## config.mk

```make
export PLATFORM = sky130hd
export DESIGN_NAME = fade_banner_display_flat
export DESIGN_NICKNAME = d
export VERILOG_FILES = /design/src/rtl/fade_banner_display_pkg.sv /design/src/rtl/fade_banner_display_if.sv /design/src/rtl/fade_banner_display_font5x7_rom.sv /design/src/rtl/fade_banner_display.sv /design/src/flat_wrapper.sv
export SDC_FILE = /design/constraint.sdc
export NUM_CORES = 1
export LEC_CHECK = 0
export BUFFER_PORTS_ARGS = -buffer_cell sky130_fd_sc_hd__buf_2
export CORE_MARGIN = 2
export CORE_UTILIZATION = 48
export DETAILED_ROUTE_END_ITERATION = 10
export GPL_ROUTABILITY_DRIVEN = 1
export PLACE_DENSITY = 0.72
export SYNTH_ARGS = -nofsm -noshare
export SYNTH_HDL_FRONTEND = slang
export SYNTH_MEMORY_MAX_BITS = 65536
export SYNTH_SLANG_ARGS = --single-unit
```

## constraint.sdc

```tcl
create_clock -name clk -period 2 [get_ports clk]
set_clock_uncertainty 0.1 [all_clocks]
set_input_delay 0.2 -clock clk [delete_from_list [all_inputs] [get_ports clk]]
set_output_delay 0.2 -clock clk [all_outputs]
set_load 0.005 [all_outputs]
```

## src/rtl/fade_banner_display_pkg.sv

```systemverilog
// Shared types, RGB565 field layout, glyph geometry and helpers for the fade banner renderer.
package fade_banner_pkg;

    typedef enum logic [1:0] {
        IDLE,
        FADE_IN,
        HOLD,
        FADE_OUT
    } state_t;

    localparam int R_W  = 5;
    localparam int G_W  = 6;
    localparam int B_W  = 5;
    localparam int R_HI = 15;
    localparam int R_LO = 11;
    localparam int G_HI = 10;
    localparam int G_LO = 5;
    localparam int B_HI = 4;
    localparam int B_LO = 0;

    localparam logic [3:0] LEVEL_MAX = 4'd8;

    localparam int GLYPH_W = 5;
    localparam int GLYPH_H = 7;
    localparam int CELL_W  = 6;
    localparam int CELL_H  = 8;

    typedef struct packed {
        logic       hit;
        logic [5:0] code;
        logic [2:0] row;
        logic [2:0] col;
    } glyph_addr_t;

    // 0 = blank, 1..26 = A..Z, 27..36 = 0..9
    function automatic logic [5:0] char_code(input logic [7:0] c);
        if (c >= 8'h41 && c <= 8'h5A)
            return 6'(c - 8'd64);
        else if (c >= 8'h30 && c <= 8'h39)
            return 6'(c - 8'd21);
        else
            return 6'd0;
    endfunction

    function automatic logic [15:0] scale565(input logic [15:0] c, input logic [3:0] lvl);
        logic [8:0] r;
        logic [9:0] g;
        logic [8:0] b;
        r = 9'(c[R_HI:R_LO]) * 9'(lvl);
        g = 10'(c[G_HI:G_LO]) * 10'(lvl);
        b = 9'(c[B_HI:B_LO]) * 9'(lvl);
        return {R_W'(r >> 3), G_W'(g >> 3), B_W'(b >> 3)};
    endfunction

endpackage

```

## src/rtl/fade_banner_display_if.sv

```systemverilog
// Pixel/control bus between the OLED scan driver (master) and the banner renderer (slave).
interface fade_banner_display_if #(
    parameter int PIX_W = 13
);
    logic             start;
    logic             abort;
    logic [PIX_W-1:0] pixel_index;
    logic [15:0]      oled_data;
    logic             active;
    logic             done;

    modport master (
        output start, abort, pixel_index,
        input  oled_data, active, done
    );

    modport slave (
        input  start, abort, pixel_index,
        output oled_data, active, done
    );
endinterface

```

## src/rtl/fade_banner_display_font5x7_rom.sv

```systemverilog
// 5x7 font ROM for blank, A-Z and 0-9; registered read, bit 4 is the leftmost column.
module font5x7_rom
    import fade_banner_pkg::*;
(
    input  logic       clk,
    input  logic       rst_n,
    input  logic [5:0] code,
    input  logic [2:0] row,
    output logic [4:0] bits
);

    logic [34:0] glyph;

    always_comb begin
        glyph = '0;
        case (code)
            6'd1:  glyph = {5'h0E, 5'h11, 5'h11, 5'h1F, 5'h11, 5'h11, 5'h11};
            6'd2:  glyph = {5'h1E, 5'h11, 5'h11, 5'h1E, 5'h11, 5'h11, 5'h1E};
            6'd3:  glyph = {5'h0E, 5'h11, 5'h10, 5'h10, 5'h10, 5'h11, 5'h0E};
            6'd4:  glyph = {5'h1E, 5'h11, 5'h11, 5'h11, 5'h11, 5'h11, 5'h1E};
            6'd5:  glyph = {5'h1F, 5'h10, 5'h10, 5'h1E, 5'h10, 5'h10, 5'h1F};
            6'd6:  glyph = {5'h1F, 5'h10, 5'h10, 5'h1E, 5'h10, 5'h10, 5'h10};
            6'd7:  glyph = {5'h0E, 5'h11, 5'h10, 5'h17, 5'h11, 5'h11, 5'h0F};
            6'd8:  glyph = {5'h11, 5'h11, 5'h11, 5'h1F, 5'h11, 5'h11, 5'h11};
            6'd9:  glyph = {5'h0E, 5'h04, 5'h04, 5'h04, 5'h04, 5'h04, 5'h0E};
            6'd10: glyph = {5'h07, 5'h02, 5'h02, 5'h02, 5'h02, 5'h12, 5'h0C};
            6'd11: glyph = {5'h11, 5'h12, 5'h14, 5'h18, 5'h14, 5'h12, 5'h11};
            6'd12: glyph = {5'h10, 5'h10, 5'h10, 5'h10, 5'h10, 5'h10, 5'h1F};
            6'd13: glyph = {5'h11, 5'h1B, 5'h15, 5'h15, 5'h11, 5'h11, 5'h11};
            6'd14: glyph = {5'h11, 5'h11, 5'h19, 5'h15, 5'h13, 5'h11, 5'h11};
            6'd15: glyph = {5'h0E, 5'h11, 5'h11, 5'h11, 5'h11, 5'h11, 5'h0E};
            6'd16: glyph = {5'h1E, 5'h11, 5'h11, 5'h1E, 5'h10, 5'h10, 5'h10};
            6'd17: glyph = {5'h0E, 5'h11, 5'h11, 5'h11, 5'h15, 5'h12, 5'h0D};
            6'd18: glyph = {5'h1E, 5'h11, 5'h11, 5'h1E, 5'h14, 5'h12, 5'h11};
            6'd19: glyph = {5'h0F, 5'h10, 5'h10, 5'h0E, 5'h01, 5'h01, 5'h1E};
            6'd20: glyph = {5'h1F, 5'h04, 5'h04, 5'h04, 5'h04, 5'h04, 5'h04};
            6'd21: glyph = {5'h11, 5'h11, 5'h11, 5'h11, 5'h11, 5'h11, 5'h0E};
            6'd22: glyph = {5'h11, 5'h11, 5'h11, 5'h11, 5'h11, 5'h0A, 5'h04};
            6'd23: glyph = {5'h11, 5'h11, 5'h11, 5'h15, 5'h15, 5'h15, 5'h0A};
            6'd24: glyph = {5'h11, 5'h11, 5'h0A, 5'h04, 5'h0A, 5'h11, 5'h11};
            6'd25: glyph = {5'h11, 5'h11, 5'h0A, 5'h04, 5'h04, 5'h04, 5'h04};
            6'd26: glyph = {5'h1F, 5'h01, 5'h02, 5'h04, 5'h08, 5'h10, 5'h1F};
            6'd27: glyph = {5'h0E, 5'h11, 5'h13, 5'h15, 5'h19, 5'h11, 5'h0E};
            6'd28: glyph = {5'h04, 5'h0C, 5'h04, 5'h04, 5'h04, 5'h04, 5'h0E};
            6'd29: glyph = {5'h0E, 5'h11, 5'h01, 5'h02, 5'h04, 5'h08, 5'h1F};
            6'd30: glyph = {5'h1F, 5'h02, 5'h04, 5'h02, 5'h01, 5'h11, 5'h0E};
            6'd31: glyph = {5'h02, 5'h06, 5'h0A, 5'h12, 5'h1F, 5'h02, 5'h02};
            6'd32: glyph = {5'h1F, 5'h10, 5'h1E, 5'h01, 5'h01, 5'h11, 5'h0E};
            6'd33: glyph = {5'h06, 5'h08, 5'h10, 5'h1E, 5'h11, 5'h11, 5'h0E};
            6'd34: glyph = {5'h1F, 5'h01, 5'h02, 5'h04, 5'h08, 5'h08, 5'h08};
            6'd35: glyph = {5'h0E, 5'h11, 5'h11, 5'h0E, 5'h11, 5'h11, 5'h0E};
            6'd36: glyph = {5'h0E, 5'h11, 5'h11, 5'h0F, 5'h01, 5'h02, 5'h0C};
            default: glyph = '0;
        endcase
    end

    always_ff @(posedge clk or negedge rst_n) begin
        if (!rst_n)
            bits <= '0;
        else if (int'(row) < GLYPH_H)
            bits <= glyph[34 - 5*int'(row) -: 5];
        else
            bits <= '0;
    end

endmodule

```

## src/rtl/fade_banner_display.sv

```systemverilog
// Full-screen fading text banner for the 96x64 OLED path (2-cycle pixel pipeline).
// Optional HOLD-state blinking is enabled by defining FADE_BANNER_BLINK_EN.
module fade_banner_display
    import fade_banner_pkg::*;
#(
    parameter int          SCREEN_WIDTH    = 96,
    parameter int          SCREEN_HEIGHT   = 64,
    parameter logic [63:0] MSG             = "YOU DIED",
    parameter int          SCALE           = 1,
    parameter int          TEXT_Y          = 28,
    parameter logic [15:0] FG_COLOR        = 16'hFFFF,
    parameter logic [15:0] SHADOW_COLOR    = 16'h7BEF,
    parameter int          FRAMES_PER_STEP = 4,
    parameter int          HOLD_FRAMES     = 120
`ifdef FADE_BANNER_BLINK_EN
    ,
    parameter int          BLINK_FRAMES    = 30
`endif
) (
    input  logic                 clk,
    input  logic                 rst_n,
    fade_banner_display_if.slave bus
);

    localparam int NPIX   = SCREEN_WIDTH * SCREEN_HEIGHT;
    localparam int PIX_W  = $clog2(NPIX);
    localparam int CW     = CELL_W * SCALE;
    localparam int CH     = CELL_H * SCALE;
    localparam int TEXT_W = 8 * CW;
    localparam int TEXT_X = (SCREEN_WIDTH - TEXT_W) / 2;
    localparam int STEP_W = $clog2(FRAMES_PER_STEP + 1);
    localparam int HOLD_W = $clog2(HOLD_FRAMES + 1);

    state_t            state;
    logic [3:0]        level;
    logic [STEP_W-1:0] step_cnt;
    logic [HOLD_W-1:0] hold_cnt;
    logic [PIX_W-1:0]  prev_idx;
    logic              fb;
    logic              vis;

`ifdef FADE_BANNER_BLINK_EN
    localparam int BLINK_W = $clog2(BLINK_FRAMES + 1);
    logic [BLINK_W-1:0] blink_cnt;
`else
    assign vis = 1'b1;
`endif

    // Character cell lookup; negative coordinates (shadow of column/row 0) never hit.
    function automatic glyph_addr_t locate(input int px, input int py);
        glyph_addr_t a;
        int rx, ry, ci;
        a  = '0;
        rx = px - TEXT_X;
        ry = py - TEXT_Y;
        if (px >= 0 && py >= 0 && rx >= 0 && rx < TEXT_W && ry >= 0 && ry < CH) begin
            ci     = rx / CW;
            a.col  = 3'((rx % CW) / SCALE);
            a.row  = 3'(ry / SCALE);
            a.code = char_code(MSG[63 - 8*ci -: 8]);
            a.hit  = (int'(a.col) < GLYPH_W) && (int'(a.row) < GLYPH_H);
        end
        return a;
    endfunction

    function automatic logic pick(input logic [4:0] bits, input logic [2:0] col);
        if (int'(col) < GLYPH_W)
            return bits[3'd4 - col];
        else
            return 1'b0;
    endfunction

    int          x0, y0;
    glyph_addr_t cur, nbr;

    always_comb begin
        x0  = int'(bus.pixel_index) % SCREEN_WIDTH;
        y0  = int'(bus.pixel_index) / SCREEN_WIDTH;
        cur = locate(x0, y0);
        nbr = locate(x0 - 1, y0 - 1);
    end

    assign fb = (bus.pixel_index == '0) && (prev_idx != '0);

    logic [4:0] cur_bits, nbr_bits;

    font5x7_rom u_rom_cur (
        .clk   (clk),
        .rst_n (rst_n),
        .code  (cur.code),
        .row   (cur.row),
        .bits  (cur_bits)
    );

    font5x7_rom u_rom_nbr (
        .clk   (clk),
        .rst_n (rst_n),
        .code  (nbr.code),
        .row   (nbr.row),
        .bits  (nbr_bits)
    );

    logic       s1_valid, s1_hit, s1_nhit;
    logic [2:0] s1_col, s1_ncol;

    always_ff @(posedge clk or negedge rst_n) begin
        if (!rst_n) begin
            prev_idx <= '0;
            s1_valid <= 1'b0;
            s1_hit   <= 1'b0;
            s1_nhit  <= 1'b0;
            s1_col   <= '0;
            s1_ncol  <= '0;
        end else begin
            prev_idx <= bus.pixel_index;
            s1_valid <= int'(bus.pixel_index) < NPIX;
            s1_hit   <= cur.hit;
            s1_nhit  <= nbr.hit;
            s1_col   <= cur.col;
            s1_ncol  <= nbr.col;
        end
    end

    logic txt_on, sh_on;
    assign txt_on = s1_valid && s1_hit && pick(cur_bits, s1_col);
    assign sh_on  = s1_valid && s1_nhit && pick(nbr_bits, s1_ncol);

    // Level/visibility change on the fb edge, so pixels sampled before index 0 still see the old frame's values.
    always_ff @(posedge clk or negedge rst_n) begin
        if (!rst_n)
            bus.oled_data <= '0;
        else if (bus.abort || !vis)
            bus.oled_data <= '0;
        else if (txt_on)
            bus.oled_data <= scale565(FG_COLOR, level);
        else if (sh_on)
            bus.oled_data <= scale565(SHADOW_COLOR, level);
        else
            bus.oled_data <= '0;
    end

    always_ff @(posedge clk or negedge rst_n) begin
        if (!rst_n) begin
            state      <= IDLE;
            level      <= '0;
            step_cnt   <= '0;
            hold_cnt   <= '0;
            bus.active <= 1'b0;
            bus.done   <= 1'b0;
`ifdef FADE_BANNER_BLINK_EN
            blink_cnt  <= '0;
            vis        <= 1'b1;
`endif
        end else begin
            bus.done <= 1'b0;
            if (bus.abort) begin
                state      <= IDLE;
                level      <= '0;
                step_cnt   <= '0;
                hold_cnt   <= '0;
                bus.active <= 1'b0;
`ifdef FADE_BANNER_BLINK_EN
                blink_cnt  <= '0;
                vis        <= 1'b1;
`endif
            end else begin
                case (state)
                    IDLE: begin
                        if (bus.start) begin
                            state      <= FADE_IN;
                            level      <= '0;
                            step_cnt   <= '0;
                            bus.active <= 1'b1;
                        end
                    end
                    FADE_IN: begin
                        if (fb) begin
                            if (level == LEVEL_MAX) begin
                                state    <= HOLD;
                                hold_cnt <= '0;
`ifdef FADE_BANNER_BLINK_EN
                                blink_cnt <= '0;
                                vis       <= 1'b1;
`endif
                            end else if (step_cnt == STEP_W'(FRAMES_PER_STEP - 1)) begin
                                level    <= level + 4'd1;
                                step_cnt <= '0;
                            end else begin
                                step_cnt <= step_cnt + 1'b1;
                            end
                        end
                    end
                    HOLD: begin
                        if (fb) begin
                            if (hold_cnt == HOLD_W'(HOLD_FRAMES - 1)) begin
                                state    <= FADE_OUT;
                                step_cnt <= '0;
`ifdef FADE_BANNER_BLINK_EN
                                vis      <= 1'b1;
`endif
                            end else begin
                                hold_cnt <= hold_cnt + 1'b1;
`ifdef FADE_BANNER_BLINK_EN
                                if (blink_cnt == BLINK_W'(BLINK_FRAMES - 1)) begin
                                    blink_cnt <= '0;
                                    vis       <= ~vis;
                                end else begin
                                    blink_cnt <= blink_cnt + 1'b1;
                                end
`endif
                            end
                        end
                    end
                    FADE_OUT: begin
                        if (fb) begin
                            if (level == '0) begin
                                state      <= IDLE;
                                bus.active <= 1'b0;
                                bus.done   <= 1'b1;
                            end else if (step_cnt == STEP_W'(FRAMES_PER_STEP - 1)) begin
                                level    <= level - 4'd1;
                                step_cnt <= '0;
                            end else begin
                                step_cnt <= step_cnt + 1'b1;
                            end
                        end
                    end
                    default: state <= IDLE;
                endcase
            end
        end
    end

endmodule

```

## src/flat_wrapper.sv

```systemverilog
// flat-port wrapper written by rule: the top's interface ports become plain ports
module fade_banner_display_flat import fade_banner_pkg::*;
#(
    parameter int          SCREEN_WIDTH    = 96,
    parameter int          SCREEN_HEIGHT   = 64,
    parameter logic [63:0] MSG             = "        ",
    parameter int          SCALE           = 1,
    parameter int          TEXT_Y          = 28,
    parameter logic [15:0] FG_COLOR        = 16'hFFFF,
    parameter logic [15:0] SHADOW_COLOR    = 16'h7BEF,
    parameter int          FRAMES_PER_STEP = 4,
    parameter int          HOLD_FRAMES     = 120

)
  (clk, rst_n, bus_start, bus_abort, bus_pixel_index, bus_oled_data, bus_active, bus_done);
  fade_banner_display_if #(.PIX_W(13)) bus_i ();
  input  logic clk;
  input  logic rst_n;
  input wire logic [$bits(bus_i.start)-1:0] bus_start;
  input wire logic [$bits(bus_i.abort)-1:0] bus_abort;
  input wire logic [$bits(bus_i.pixel_index)-1:0] bus_pixel_index;
  output wire logic [$bits(bus_i.oled_data)-1:0] bus_oled_data;
  output wire logic [$bits(bus_i.active)-1:0] bus_active;
  output wire logic [$bits(bus_i.done)-1:0] bus_done;
  assign bus_i.start = bus_start;
  assign bus_i.abort = bus_abort;
  assign bus_i.pixel_index = bus_pixel_index;
  assign bus_oled_data = bus_i.oled_data;
  assign bus_active = bus_i.active;
  assign bus_done = bus_i.done;
  fade_banner_display #(.SCREEN_WIDTH(SCREEN_WIDTH), .SCREEN_HEIGHT(SCREEN_HEIGHT), .MSG(MSG), .SCALE(SCALE), .TEXT_Y(TEXT_Y), .FG_COLOR(FG_COLOR), .SHADOW_COLOR(SHADOW_COLOR), .FRAMES_PER_STEP(FRAMES_PER_STEP), .HOLD_FRAMES(HOLD_FRAMES)) u_core (.clk(clk), .rst_n(rst_n), .bus(bus_i));
endmodule
```

==> results of run 1 <==
==> power groups by stage <==
| stage | registers [W] | clock network (W) | logic [W] |
|---|---|---|---|
| final | 0.000973 | 0.000700 | 0.000693 |
| after detailed placement | 0.000984 | 0 | 0.000605 |
| after floorplan | 0.000975 | 0 | 0.000402 |
| after CTS | 0.000972 | 0.000710 | 0.000635 |
| after global placement | 0.000981 | 0 | 0.000587 |
| after global routing | 0.000981 | 0.000751 | 0.000788 |
==> registers in the layout, summed over array words and instances (netlist names) <==
register and flops:
u_core.bus.active 1, u_core.bus.done 1, u_core.level 4, u_core.prev_idx 13, u_core.step_cnt 3, u_core.state 2, u_core.bus.oled_data 10, u_core.hold_cnt 7
==> cell usage after synthesis (all sizes together), types with 2 or more instances <==
library cell / number
inv: 11
nor4: 4
a21oi: 6
o21ai: 18
nor2: 16
clkbuf: 8
nand4: 2
nand2b: 6
ha: 11
dfrtp: 41
nor3: 5
or2: 2
buf: 11
a21o: 4
and3: 5
nand2: 10
nand3: 7
o31ai: 2
==> metal layers <==
layer  vias up  wire length [µm]
met5         -                 0
met4         0                52
met3         7               133
met2        24              2020
met1       689              1690
li1        705                 -
==> metrics by stage <==
stage	cell area, µm²	std cells	TNS [ps]	utilization
after floorplan	1950	192	-170	-
after global placement	2160	265	-4110	0.582
after detailed placement	2160	265	-4710	0.582
after CTS	2450	286	-150	0.659
after global routing	2550	287	-606	0.686
final	2550	287	-33.2	0.686
==> cells in the final DEF (no fill, tap or decap), types with 2 or more instances in the layout <==
master,instances
dfrtp_1,41
buf_2,32
nor2_1,14
dlygate4sd3_1,14
nand2_1,10
conb_1,10
inv_1,9
ha_1,9
o21ai_2,7
buf_4,7
nand3_1,6
nand2b_1,6
o21ai_0,6
clkbuf_8,6
o21ai_1,5
a21o_1,4
a21oi_1,4
buf_6,4
nor3_1,3
and3_1,3
nor2_2,2
nor4_1,2
nand4_1,2
and3_4,2
a21oi_2,2
nor3_2,2
==> worst register-to-register path, stage by stage (launching register included) <==
cell     delay (ps)
dfrtp_1         380
nor4_2          280
nand4_1         200
nand3_4         160
o21ai_1          80
and3_4          150
a21o_1          190
buf_6           130
a32o_1          210
==> final cells by class <==
cell class / count / area [µm²] / area share
clock buffers: 6 / 82.6 / 0.0324
clock inverters: 2 / 37.5 / 0.0147
inverters: 12 / 52.6 / 0.0206
multi-input cells: 120 / 873 / 0.342
flip-flops and latches: 41 / 1030 / 0.402
well taps: 48 / 60.1 / 0.0236
repair buffers: 58 / 418 / 0.164
==> worst max path at each step <==
stage	depth (start not counted)	start	slack [ps]	endpoint
after global routing	8	u_core.prev_idx[12]	-110	u_core.level[3]
after CTS	11	bus_pixel_index[0]	-40	u_core.hold_cnt[4]
final	9	bus_pixel_index[11]	-30	u_core.hold_cnt[4]
after detailed placement	10	bus_pixel_index[0]	-360	u_core.hold_cnt[4]
after global placement	10	bus_pixel_index[0]	-330	u_core.step_cnt[0]
after floorplan	10	bus_pixel_index[0]	-120	u_core.level[3]
==> cells by family (layout without fill, tap and decap cells) <==
logic type      Yosys count  count (layout)  synth area share
buf+inv                  31              78            0.0797
xor+xnor                  2               2           0.00930
flops                    41              41             0.544
other cells               1              10           0.00199
compound gates           34              34             0.106
fa+ha+maj                12              12            0.0837
mux                       2               2            0.0113
simple gates             60              60             0.164
==> timing repair <==
item / in CTS / in global routing
hold buffers: 13 / 1
hold endpoints to repair: 54 / 1
endpoints found under the setup margin: 11 / 16
pin swaps: 4 / 11
cloned: 0 / 1
gates resized for setup: 8 / 30
buffers inserted: 0 / 0
==> flow_summary.json, run 1 <==
{
  "critPathMostFrequentCell": "nor2_2",
  "io_buffers": 34,
  "ys.flop_type": "dfrtp_1",
  "ant_nets": 0,
  "cap_violations": 0,
  "cts_tree": "done",
  "outcome": "complete, but fails checks",
  "routedWlPerCell_um": 13.6,
  "start_util": 0.507,
  "avgSynthCellArea_um2": 10.3,
  "grt_pass1_vias": 1386,
  "ys_seq_area_frac": 0.544,
  "vias": 1425,
  "gp_congestion": 0.788,
  "path_cells": "dlygate4sd3_1, buf_2, nor2_2, and3_4, nand3_4, a211oi_2, nor2_2, or2_4, o31ai_4",
  "die_h_um": 66.7,
  "path_clk_slew_ps": 80,
  "ios": 35,
  "grt.total_usage": 0.193,
  "postSynthCellCount": 183,
  "via_per_inst": 4.97,
  "hp-class": "input port to flip-flop",
  "drc": 0,
  "hold_violations": 0,
  "pre_cts_slack_ps": -365,
  "grtUsageMet1": 0.235,
  "crit_path_end_kind": "flip-flop",
  "swShare": 0.307,
  "fin_ws_ps": -33.2,
  "async_flop_share": 1.00,
  "nNetsFinal": 267,
  "p_int_w": 0.00164,
  "crit_arrival_ps": 2140,
  "cts_max_level": 2,
  "worstSetupPathType": "input port to flip-flop",
  "synth_area_leader_cell": "dfrtp_1",
  "crit_required_ps": 2100,
  "r2r_cells": 8,
  "routed_wl_mm": 3.89,
  "cts_root_buf": "clkbuf_8",
  "grt_pass1_wl_mm": 6.29,
  "cp_slowest_cell": "dlygate4sd3_1",
  "finalPower_w": 0.00237,
  "power_frac_seq": 0.411,
  "worst_r2r_endpoint": "u_core.level[3]",
  "drt-pass1-iter-count": 4,
  "diodes": 0,
  "reg2reg_slack_ps": 10,
  "grt_max_degree": 42,
  "clockPowerShare": 0.296,
  "ys_warn_count": 0,
  "netlist_area_um2": 1880,
  "power.density_nw_per_um2": 928,
  "fill_cells": 261,
  "die_w_um": 66.7,
  "slew_violations": 0,
  "crit_path_max_fanout": 5,
  "fin_crit_sh": 1.02,
  "rows": 22,
  "die_area_um2": 4440,
  "switchingPower_w": 0.000726,
  "coreArea_um2": 3720,
  "crit_buf_inv": 2,
  "reg2reg_from": "u_core.prev_idx[12]",
  "yosys_register_bits": 41,
  "comb_power_share": 0.293,
  "cts_buffers": 5,
  "crit_family": "simple AND/OR/NAND/NOR gates",
  "drive_gt1_frac": 0.339,
  "synth-edff-count": 0,
  "start_kind": "input port",
  "violations": "setup timing",
  "gr-total-overflow": 0,
  "globalRouteMet2Util": 0.338,
  "crit_path_max_incr_delay_ps": 540,
  "hold_slack_ps": 131,
  "grt_busiest_layer": "met2",
  "area_growth_pct": 35.3,
  "antenna_found_initial": 0,
  "post-dp-hpwl_mm": 2.46,
  "synth.area.top_cells": "dfrtp_1, ha_1, o21ai_0",
  "hold_path_depth": 2,
  "cts_sinks": 41,
  "setup_viol": 1,
  "clock_latency_ps": 290,
  "synth.distinct_cells": 34,
  "hp-start": "bus_abort",
  "clockBufferDepth": 2,
  "met3_usage": 0.0456,
  "holdPathEnd": "u_core.bus.active",
  "rsz0062_at_grt": "true",
  "finalCriticalPeriod_ps": 2030,
  "drtIter0Drc": 53,
  "peakVddDrop_mv": 0.746,
  "synth.top_cell.area_share": 0.544,
  "max_freq_mhz": 492,
  "leakagePower_nw": 1.19
}
Note: power is estimated with default switching activity, not from simulation.
==> inputs of run 2 (changes only) <==
--- a/config.mk
+++ b/config.mk
@@ -5,7 +5,7 @@
 export SDC_FILE = /design/constraint.sdc
 export NUM_CORES = 1
 export LEC_CHECK = 0
-export BUFFER_PORTS_ARGS = -buffer_cell sky130_fd_sc_hd__buf_2
+export BUFFER_PORTS_ARGS = -buffer_cell sky130_fd_sc_hd__clkbuf_2
 export CORE_MARGIN = 2
 export CORE_UTILIZATION = 48
 export DETAILED_ROUTE_END_ITERATION = 10
==> run 2 against run 1 <==
  * Sequential power about the same
  * Via count is 0.21% higher
  * Core utilization fell by 1.8 points
  * Maximum frequency increased by 1.0%
  * Combinational power shrank 4.8%
  * The flow still finishes with violations (setup timing)
  * Critical path type is now flip-flop to flip-flop
  * Highest routed layer unchanged
==> flow_summary.json, run 2 (synthesis results as in run 1) <==
{
  "outcome": "complete, but fails checks",
  "violations": "setup timing",
  "largest_reg_flops": 13,
  "largestRegisters": "u_core.prev_idx (13), u_core.bus.oled_data (10), u_core.hold_cnt (7)",
  "grt_pass1_vias": 1405,
  "peakVddDrop_mv": 0.800,
  "start_kind": "flip-flop",
  "die_area_um2": 4440,
  "top_register": "u_core.prev_idx",
  "grt.total_usage": 0.192,
  "cts_tree": "done",
  "crit_path_end_kind": "flip-flop",
  "setup_viol": 1,
  "finalCriticalPeriod_ps": 2010,
  "antenna_found_initial": 0,
  "vias": 1428,
  "cts_max_level": 2,
  "slew_violations": 0,
  "drtIter0Drc": 70,
  "worstSetupPathType": "flip-flop to flip-flop",
  "ios": 35,
  "nNetsFinal": 268,
  "coreArea_um2": 3720,
  "grt_pass1_wl_mm": 6.22,
  "cts_sinks": 41,
  "crit_required_ps": 2090,
  "clock_latency_ps": 290,
  "hold_slack_ps": 38.6,
  "pre_cts_slack_ps": -372,
  "final_common_cell": "dfrtp_1",
  "gr-total-overflow": 0,
  "gp_congestion": 0.769,
  "clockBufferDepth": 2,
  "post-dp-hpwl_mm": 2.35,
  "finalPower_w": 0.00232,
  "utilization": 0.669,
  "drt-pass1-iter-count": 4,
  "routed_wl_mm": 3.77,
  "final_cell_mix": "dfrtp_1, clkbuf_2, nor2_1",
  "cap_violations": 0,
  "power.density_nw_per_um2": 932,
  "drc": 0,
  "design_area_um2": 2480,
  "grt_max_degree": 42,
  "hold_violations": 0,
  "crit_arrival_ps": 2100,
  "io_buffers": 34,
  "cts_buffers": 5,
  "max_freq_mhz": 497,
  "rsz0062_at_grt": "true",
  "die_w_um": 66.7,
  "die_h_um": 66.7,
  "leakagePower_nw": 1.19,
  "path_clk_slew_ps": 80,
  "via_per_inst": 4.96,
  "crit_path_max_fanout": 4,
  "cts_root_buf": "clkbuf_8",
  "postPlaceCellArea_um2": 2160,
  "start_util": 0.507,
  "drive_gt1_frac": 0.292,
  "fill_cells": 277,
  "area_growth_pct": 31.9,
  "hp-class": "input port to flip-flop",
  "rows": 22,
  "routedWlPerCell_um": 13.1,
  "fin_ws_ps": -12.1,
  "fin_crit_sh": 1.01,
  "ant_nets": 0,
  "diodes": 0
}
==> run 2: changes by cell type in the layout (fill, tap and decap cells not counted), moves of 2 or more <==
cell / delta
buf_4: +4
nor2_1: +2
clkbuf_2: +32
o21ai_1: +4
o21ai_2: -7
nor2_2: -2
buf_2: -32
o21ai_0: +3
==> run 2: area by class of cell <==
| type | count | area [µm²] | share of cell area |
|---|---|---|---|
| Sequential cell | 41 | 1030 | 0.413 |
| Tap cell | 48 | 60.1 | 0.0242 |
| Timing Repair Buffer | 59 | 407 | 0.164 |
| Clock inverter | 1 | 30.0 | 0.0121 |
| Multi-Input combinational cell | 120 | 823 | 0.331 |
| Inverter | 12 | 52.6 | 0.0211 |
| Clock buffer | 7 | 86.3 | 0.0347 |
==> run 2: path summary, 6_finish.rpt <==
check | startpoint | to | slack, ps | cells after the start
max | u_core.state[0] | u_core.level[3] | -10 | 7
min | bus_pixel_index[4] | u_core.prev_idx[4] | 40 | 2
max reg2reg | u_core.state[0] | u_core.level[3] | -10 | 7
min reg2reg | u_core.step_cnt[2] | u_core.step_cnt[2] | 400 | 1
max in group asynchronous | rst_n | u_core.prev_idx[7] | 1060 | 3
min in group asynchronous | rst_n | u_core.bus.oled_data[11] | 400 | 3
==> run 2: through the flow <==
| step | std cells | setup TNS [ps] |
|---|---|---|
| detailed placement | 266 | -4710 |
| CTS | 288 | -113 |
| floorplan | 192 | -170 |
| global placement | 266 | -4040 |
| global route | 288 | -800 |
| finish | 288 | -12.1 |
==> run 2: worst max-delay path, stage by stage, from the launching register on <==
cell and delay [ps]:
dfrtp_1 420, ha_1 270, ha_1 300, a21o_1 180
a21oi_1 170, xnor2_1 160, o21ai_0 100, a32o_1 210
==> run 2: power breakdown <==
group | total (W) | leakage, nW | switching, W | internal (W)
logic | 0.000660 | 0.614 | 0.000350 | 0.000309
clock network | 0.000681 | 0.0585 | 0.000275 | 0.000407
registers | 0.000976 | 0.514 | 0.0000667 | 0.000909
==> run 2: routing by layer <==
layer	GRT usage	vias to the layer above	share of wire
li1	-	705	-
met4	0.0893	0	0.024
met2	0.334	35	0.51
met1	0.226	679	0.43
met5	0	-	0
met3	0.0405	9	0.033
==> run 2: timing repair <==
| item | in CTS | in global routing |
|---|---|---|
| hold endpoints to repair | 53 | 0 |
| endpoints found under the setup margin | 15 | 17 |
| pin swaps | 4 | 2 |
| hold buffers | 13 | 0 |
| buffers inserted | 1 | 0 |
| cloned | 0 | 0 |
| gates resized for setup | 7 | 14 |
